--- src/rtl/data_buffer_rx_param.sv ---
`default_nettype none
// +--------------------------------------------------------------------------+
// | data_buffer_rx_param: parametrised RX word FIFO with registered read      |
// | path and sticky error flags. Optional almost_full via                     |
// | DATA_BUFFER_RX_WATERMARK_EN.                                              |
// | Revision: 1.0                                                             |
// +--------------------------------------------------------------------------+
module data_buffer_rx_param #(
  parameter int DATA_W = 32,
  parameter int DEPTH  = 64,
  parameter int WMARK  = DEPTH - 4
) (
  input  logic                     clk,
  input  logic                     n_rst,
  input  logic                     flush,
  input  logic                     store_rx_packet_data,
  input  logic [DATA_W-1:0]        rx_packet_data,
  input  logic                     get_rx_data,
  output logic [DATA_W-1:0]        rx_data,
  output logic                     rx_data_valid,
  output logic [$clog2(DEPTH):0]   buffer_occupancy_rx,
  output logic                     full,
  output logic                     empty,
  output logic                     overflow_err,
  output logic                     underflow_err,
  output logic                     almost_full
);

  localparam int AW = $clog2(DEPTH);
  localparam logic [AW:0] PTR_ONE = (AW+1)'(1);

  if ((DATA_W < 8) || ((DATA_W % 8) != 0)) begin : g_bad_data_w
    $error("data_buffer_rx_param: DATA_W must be a multiple of 8, >= 8");
  end
  if ((DEPTH < 2) || ((DEPTH & (DEPTH - 1)) != 0)) begin : g_bad_depth
    $error("data_buffer_rx_param: DEPTH must be a power of 2, >= 2");
  end
  if ((WMARK < 0) || (WMARK > DEPTH)) begin : g_bad_wmark
    $error("data_buffer_rx_param: WMARK must lie in 0..DEPTH");
  end

  logic [DATA_W-1:0] mem [DEPTH];
  logic [AW:0]       wr_ptr;
  logic [AW:0]       rd_ptr;
  logic [AW:0]       occ_next;
  logic              pop_ok;
  logic              push_ok;

  // Pointers carry one extra wrap bit so full and empty are distinguishable.
  assign empty   = (wr_ptr == rd_ptr);
  assign full    = (wr_ptr[AW] != rd_ptr[AW]) && (wr_ptr[AW-1:0] == rd_ptr[AW-1:0]);
  assign pop_ok  = get_rx_data && !empty;
  assign push_ok = store_rx_packet_data && (!full || pop_ok);

  always_comb begin
    occ_next = buffer_occupancy_rx;
    if (push_ok && !pop_ok) begin
      occ_next = buffer_occupancy_rx + PTR_ONE;
    end else if (!push_ok && pop_ok) begin
      occ_next = buffer_occupancy_rx - PTR_ONE;
    end
  end

  always_ff @(posedge clk) begin
    if (n_rst && !flush && push_ok) begin
      mem[wr_ptr[AW-1:0]] <= rx_packet_data;
    end
  end

  always_ff @(posedge clk) begin
    if (!n_rst) begin
      wr_ptr              <= '0;
      rd_ptr              <= '0;
      buffer_occupancy_rx <= '0;
      rx_data             <= '0;
      rx_data_valid       <= 1'b0;
      overflow_err        <= 1'b0;
      underflow_err       <= 1'b0;
    end else if (flush) begin
      // rx_data deliberately holds across a flush.
      wr_ptr              <= '0;
      rd_ptr              <= '0;
      buffer_occupancy_rx <= '0;
      rx_data_valid       <= 1'b0;
      overflow_err        <= 1'b0;
      underflow_err       <= 1'b0;
    end else begin
      rx_data_valid       <= pop_ok;
      buffer_occupancy_rx <= occ_next;
      if (pop_ok) begin
        rx_data <= mem[rd_ptr[AW-1:0]];
        rd_ptr  <= rd_ptr + PTR_ONE;
      end
      if (push_ok) begin
        wr_ptr <= wr_ptr + PTR_ONE;
      end
      if (store_rx_packet_data && !push_ok) begin
        overflow_err <= 1'b1;
      end
      if (get_rx_data && empty) begin
        underflow_err <= 1'b1;
      end
    end
  end

`ifdef DATA_BUFFER_RX_WATERMARK_EN
  localparam logic [AW:0] WMARK_C = (AW+1)'(WMARK);

  always_ff @(posedge clk) begin
    if (!n_rst) begin
      almost_full <= 1'b0;
    end else if (flush) begin
      almost_full <= 1'b0;
    end else begin
      almost_full <= (occ_next >= WMARK_C);
    end
  end
`else
  assign almost_full = 1'b0;
`endif

endmodule
`default_nettype wire
--- config.mk ---
export PLATFORM = sky130hd
export DESIGN_NAME = data_buffer_rx_param
export DESIGN_NICKNAME = d
export VERILOG_FILES = /design/src/rtl/data_buffer_rx_param.sv
export SDC_FILE = /design/constraint.sdc
export NUM_CORES = 2
export LEC_CHECK = 0
export CAP_MARGIN = 20
export CORE_MARGIN = 5
export CORE_UTILIZATION = 55
export DETAILED_ROUTE_END_ITERATION = 10
export PLACE_DENSITY = 0.71
export SLEW_MARGIN = 10
export SYNTH_ARGS = -nofsm -noshare
export SYNTH_HDL_FRONTEND = slang
export SYNTH_SLANG_ARGS = --single-unit
--- constraint.sdc ---
create_clock -name clk -period 9.9 [get_ports clk]
set_input_delay 1.98 -clock clk [delete_from_list [all_inputs] [get_ports clk]]
set_output_delay 1.98 -clock clk [all_outputs]
set_load 0.005 [all_outputs]
Word-level counts from Yosys, hierarchy flattened
Memories as Yosys holds them, arrays and structs flattened. A register that Yosys moved wholly into a read port is not among the register bits.
Index checks and enable logic that the tools add are counted.
{"block": "totals", "inputBits": 37, "n_memories": 1, "mem_bits_rw": 2048, "wordCells": 39, "out_inout_bits": 45, "ff_bits": 24}
{"memory": "mem", "depth": 64, "word_bits": 32, "rd": 1, "rd_clocked_by_memory_dff": 1, "write_ports": 1, "line_no": "42", "rtl": "logic [DATA_W-1:0] mem [DEPTH];"}
{"block": "op_classes", "bitwise_logic": 2, "add_sub_neg": 4, "n_reduce_logical": 19, "eq_ne": 3, "mux": 4}
{"cell": "7-bit by 1-bit adder with 7-bit output, second input constant", "n": 3}
{"cell": "7-bit two-way mux", "n": 2}
{"cell": "1-bit logical AND", "n": 9}
{"cell": "7-bit == test", "n": 1}
{"cell": "7-bit by 1-bit subtractor with 7-bit output, second input constant", "n": 1}
{"cell": "6-bit == test", "n": 1}
{"cell": "1-bit logical NOT", "n": 6}
{"cell": "1-bit two-way mux", "n": 2}
{"cell": "1-bit NOT", "n": 2}
{"cell": "2-bit AND reduction", "n": 1}
{"cell": "2-bit nonzero test", "n": 1}
{"cell": "2-bit OR reduction", "n": 1}
{"cell": "1-bit logical OR", "n": 1}
{"cell": "1-bit inequality test", "n": 1}

Longest topological paths before layout
{"block": "depth", "ltp_word": 9, "ltp_mapped": 14, "ltp_nobuf": 12}

Worst setup path before layout
Ideal clock, no wire load.
{"block": "synth_timing", "kind": "input-to-reg", "start": "in flush", "end": "mem mem[63][0] (enable)", "required_ns": 9.398, "setup_slack_ns": 3.856, "stages": 3, "arrival_time_ns": 5.542, "setup_ns": 0.502, "path_cell_list": "nand2b_1 > clkbuf_1 > nor4_1"}
{"block": "synth_between", "elab_chain_cells": 5}
{"item": "start: declaration", "line_no": "15", "rtl": "input logic flush,"}
{"item": "1-bit logical NOT", "line_no": "65", "rtl": "if (n_rst && !flush && push_ok) begin"}
{"item": "1-bit logical AND (2 in a row)", "line_no": "65"}
{"item": "1-bit two-way mux", "line_no": "65"}
{"item": "1-bit two-way mux (not written as such)", "line_no": "66", "rtl": "mem[wr_ptr[AW-1:0]] <= rx_packet_data;"}
{"item": "end: declaration", "line_no": "42"}
No other way between the ends.

Worst setup path in the final report
{"block": "layout_timing", "start": "reg rd_ptr[1]", "end": "out full"}
{"block": "layout_between", "elab_chain_cells": 2}
{"item": "start: declaration", "line_no": "44", "rtl": "logic [AW:0] rd_ptr;"}
{"item": "start signal: assignment", "line_no": "92", "rtl": "rd_ptr <= rd_ptr + PTR_ONE;"}
{"item": "6-bit == test", "line_no": "51", "rtl": "assign full = (wr_ptr[AW] != rd_ptr[AW]) && (wr_ptr[AW-1:0] == rd_ptr[AW-1:0]);"}
{"item": "1-bit logical AND", "line_no": "51"}
{"item": "end: declaration", "line_no": "22", "rtl": "output logic full,"}
No other way between the ends.

==> impl_metrics.env <==
export IMPL_outcome="complete, no violations"
export IMPL_synthTopCellsByArea="edfxtp_1, mux4_2, mux2i_1"
export IMPL_ff2ff_path_depth=7
export IMPL_gp_congestion=0.9232
export IMPL_ir_drop_v=0.0001618
export IMPL_via_per_inst=6.740
export IMPL_die_w_um=393.8
export IMPL_yosys_area_top_type="edfxtp_1"
export IMPL_grt_pass1_wl_mm=298.6
export IMPL_synth_edff_count=2048
export IMPL_hold_end="overflow_err$_SDFFE_PP0P_"
export IMPL_clk_pin_slew_ns=0.06
export IMPL_grt_max_degree=107
export IMPL_seq_area_frac_synth_pct=77.31
export IMPL_synth_most_common_cell="edfxtp_1"
export IMPL_max_slew_margin_rel_pct=20.09
export IMPL_synthFlopType="edfxtp_1"
export IMPL_initial_core_util_pct=55.44
export IMPL_wl_mm=212.7
export IMPL_fin_crit_ns=5.044
export IMPL_synthArstFlopShare_pct=0
export IMPL_cts_hold_buffers=0
export IMPL_cp_arrival_ns=3.06
export IMPL_post_synth_top_area_fraction_pct=75.93
export IMPL_die_area_um2=155000
export IMPL_ioPinCount=82
export IMPL_hp_class="register to register"
export IMPL_grt_pass1_vias=39061
export IMPL_synth_warning_count=0
export IMPL_tns_ns=0
export IMPL_tightestPinTransition_ns=1.194
export IMPL_dp_hpwl_mm=123.2
export IMPL_min_delay_path_depth=2
export IMPL_comb_power_share_pct=2.3
export IMPL_syn_cell_area_um2=81000
export IMPL_min_delay_start="overflow_err$_SDFFE_PP0P_"
export IMPL_cts_resized_gates=0
export IMPL_switching_share_pct=20.10
export IMPL_grt_ovfl_total=0
export IMPL_die_h_um=393.8
export IMPL_r2r_slack_ns=5.11
export IMPL_cap_violations=0
export IMPL_switching_power_uw=3497
export IMPL_cts_buffers=195
export IMPL_cts_sinks=2104
export IMPL_antenna_found_initial=12
export IMPL_h_tree_depth=4
export IMPL_drc=0
export IMPL_placed_area_um2=84050
export IMPL_drtIter0Drc=5471
export IMPL_clk_path_buf_depth=3
export IMPL_slew_violations=0
export IMPL_p_leak_uw=0.02690
export IMPL_crit_fanout=45
export IMPL_netlist_top_cells_count="edfxtp_1, mux4_2, mux2i_1, nor2_1, o22ai_1"
export IMPL_syn_avg_cell_area_um2=21.50
export IMPL_slowest_delay_ns=0.87
export IMPL_vias=40489
export IMPL_required_ns=7.92
export IMPL_insertion_delay_ns=0.83
export IMPL_rows=140
export IMPL_io_buffers=80
export IMPL_syn_inst=3767
export IMPL_ys_types=75
export IMPL_p_seq_share_pct=56.3
export IMPL_fin_nets=3973
export IMPL_grt_use_total_pct=27.18
export IMPL_setup_viol=0
export IMPL_drive_gt1_share_pct=24.29
export IMPL_reg2reg_from="rd_ptr[1]$_SDFFE_PP0N_"
export IMPL_grt_setup_unrepaired="no"
export IMPL_crit_path_end_kind="primary output"
export IMPL_ant_nets=0
export IMPL_clockRootBuffer="clkbuf_16"
export IMPL_core_area_um2=146100
export IMPL_skew_ns=0.03227
export IMPL_synth_nets=3813
export IMPL_wl_per_cell_um=35.42
export IMPL_post_cts_buffers=0
export IMPL_clock_fmax_mhz=198.3
export IMPL_fin_crit_sh_pct=50.95
export IMPL_syn2layout_area_growth_pct=11.67
export IMPL_fin_area_um2=90450
export IMPL_powerDensity_nw_per_um2=192.3
export IMPL_drtPass1Iterations=5
export IMPL_synth_seq_cells=2104
export IMPL_hold_violations=0
export IMPL_power_uw=17400
export IMPL_path_cells="xnor2_1, nand4_1, nor3_1, clkdlybuf4s50_1"
export IMPL_slowest_stage="dfxtp_4"
export IMPL_cts_tree="built"
export IMPL_crit_type="register to primary output"
export IMPL_cp_start_kind="register"
export IMPL_internal_power_uw=13900
export IMPL_clock_power_share_pct=41.4
export IMPL_timing_rr_end="rx_data[11]$_SDFFE_PN0P_"
-- power by group through the flow --
stage                     registers (µW)  clock network [µW]  logic [µW]
after floorplan                     9970                   0         140
after global placement              9980                   0         386
after detailed placement            9980                   0         397
after CTS                           9790                7250         398
after global routing                9790                7630         415
final                               9790                7200         399
-- metal layers --
metal	global-route usage (%)	vias to the layer above	routed length (µm)
met2	39.57	2665	95870
met3	8.390	327	27920
met5	0	-	27
met4	9.021	4	7537
li1	-	16235	-
met1	39.85	21258	81390
-- layout by cell type (no fill, tap or decap), types with 11 or more instances in the layout --
cell type | Yosys | routed
a21oi_1 | 51 | 51
a22oi_1 | 40 | 40
mux2i_1 | 217 | 217
clkinv_2 | 0 | 25
clkbuf_1 | 60 | 55
mux2_2 | 96 | 96
nor3_1 | 34 | 34
a221o_1 | 14 | 14
a31oi_1 | 33 | 33
a211o_1 | 12 | 12
edfxtp_1 | 2048 | 2048
dfxtp_1 | 56 | 50
buf_12 | 7 | 19
o21ai_0 | 42 | 42
nor2_1 | 102 | 39
xnor2_1 | 11 | 11
nand2_1 | 20 | 20
a211oi_1 | 29 | 29
clkdlybuf4s50_1 | 0 | 48
o221ai_1 | 27 | 27
clkinv_1 | 1 | 43
buf_4 | 41 | 101
mux4_2 | 399 | 399
or2_2 | 16 | 16
o21ai_1 | 11 | 11
a221oi_1 | 20 | 20
nor2_4 | 0 | 63
a22o_1 | 29 | 29
o22ai_1 | 102 | 102
clkbuf_16 | 0 | 200
-- worst max-delay path, delay by kind of cell, from the launching register on --
kind                      cells  cell delay (ns)
xor gates and xnor gates      1             0.20
DFF                           1             0.87
buffers and inverters         1             0.57
and+or+nand+nor               2             0.60
-- registers in the layout, summed over array words and instances, names as in the netlist --
register	count
buffer_occupancy_rx	7
mem	2048
overflow_err	1
rd_ptr	7
rx_data	32
rx_data_valid	1
underflow_err	1
wr_ptr	7
-- area by class of cell --
cell class	instances	area (µm²)
sequential	2104	62640
inverter	9	33.78
antenna	6	15.01
multi-input combinational	1432	17440
clock inverter	91	734.5
fill	9803	55640
clock buffer	263	5321
tap	1917	2399
timing repair buffer	185	1871
-- how the worst max path moves through the flow --
stage,end,slack [ns],from
2_1_floorplan,mem[63][0]$_DFFE_PP_,3.86,flush
3_3_place_gp,mem[54][12]$_DFFE_PP_,4.56,get_rx_data
3_5_place_dp,mem[38][30]$_DFFE_PP_,4.50,get_rx_data
4_1_cts,empty,4.80,rd_ptr[1]$_SDFFE_PP0N_
5_1_grt,full,4.68,rd_ptr[1]$_SDFFE_PP0N_
6_report,full,4.86,rd_ptr[1]$_SDFFE_PP0N_
-- kinds of logic after synthesis --
| group | synth area share (%) |
|---|---|
| flops | 77.31 |
| mux | 15.14 |
| compound gates | 3.822 |
| simple gates | 1.593 |
| buf+inv | 1.807 |
| xor+xnor | 0.1730 |
| fa+ha+maj | 0.1483 |
| other cells | 0.004630 |
-- stage by stage --
| stage | hold WS (ns) | instances | setup WS (ns) | util, % |
|---|---|---|---|---|
| after floorplan | 0.4591 | 3767 | 3.856 | - |
| after global placement | 0.4527 | 5622 | 4.559 | 57.41 |
| after detailed placement | 0.4559 | 5630 | 4.497 | 57.53 |
| after CTS | 0.4688 | 5984 | 4.800 | 61.68 |
| after global routing | 0.4982 | 6001 | 4.684 | 61.91 |
| final | 0.4670 | 6007 | 4.856 | 61.92 |
Power figures use the tool's default switching activity.
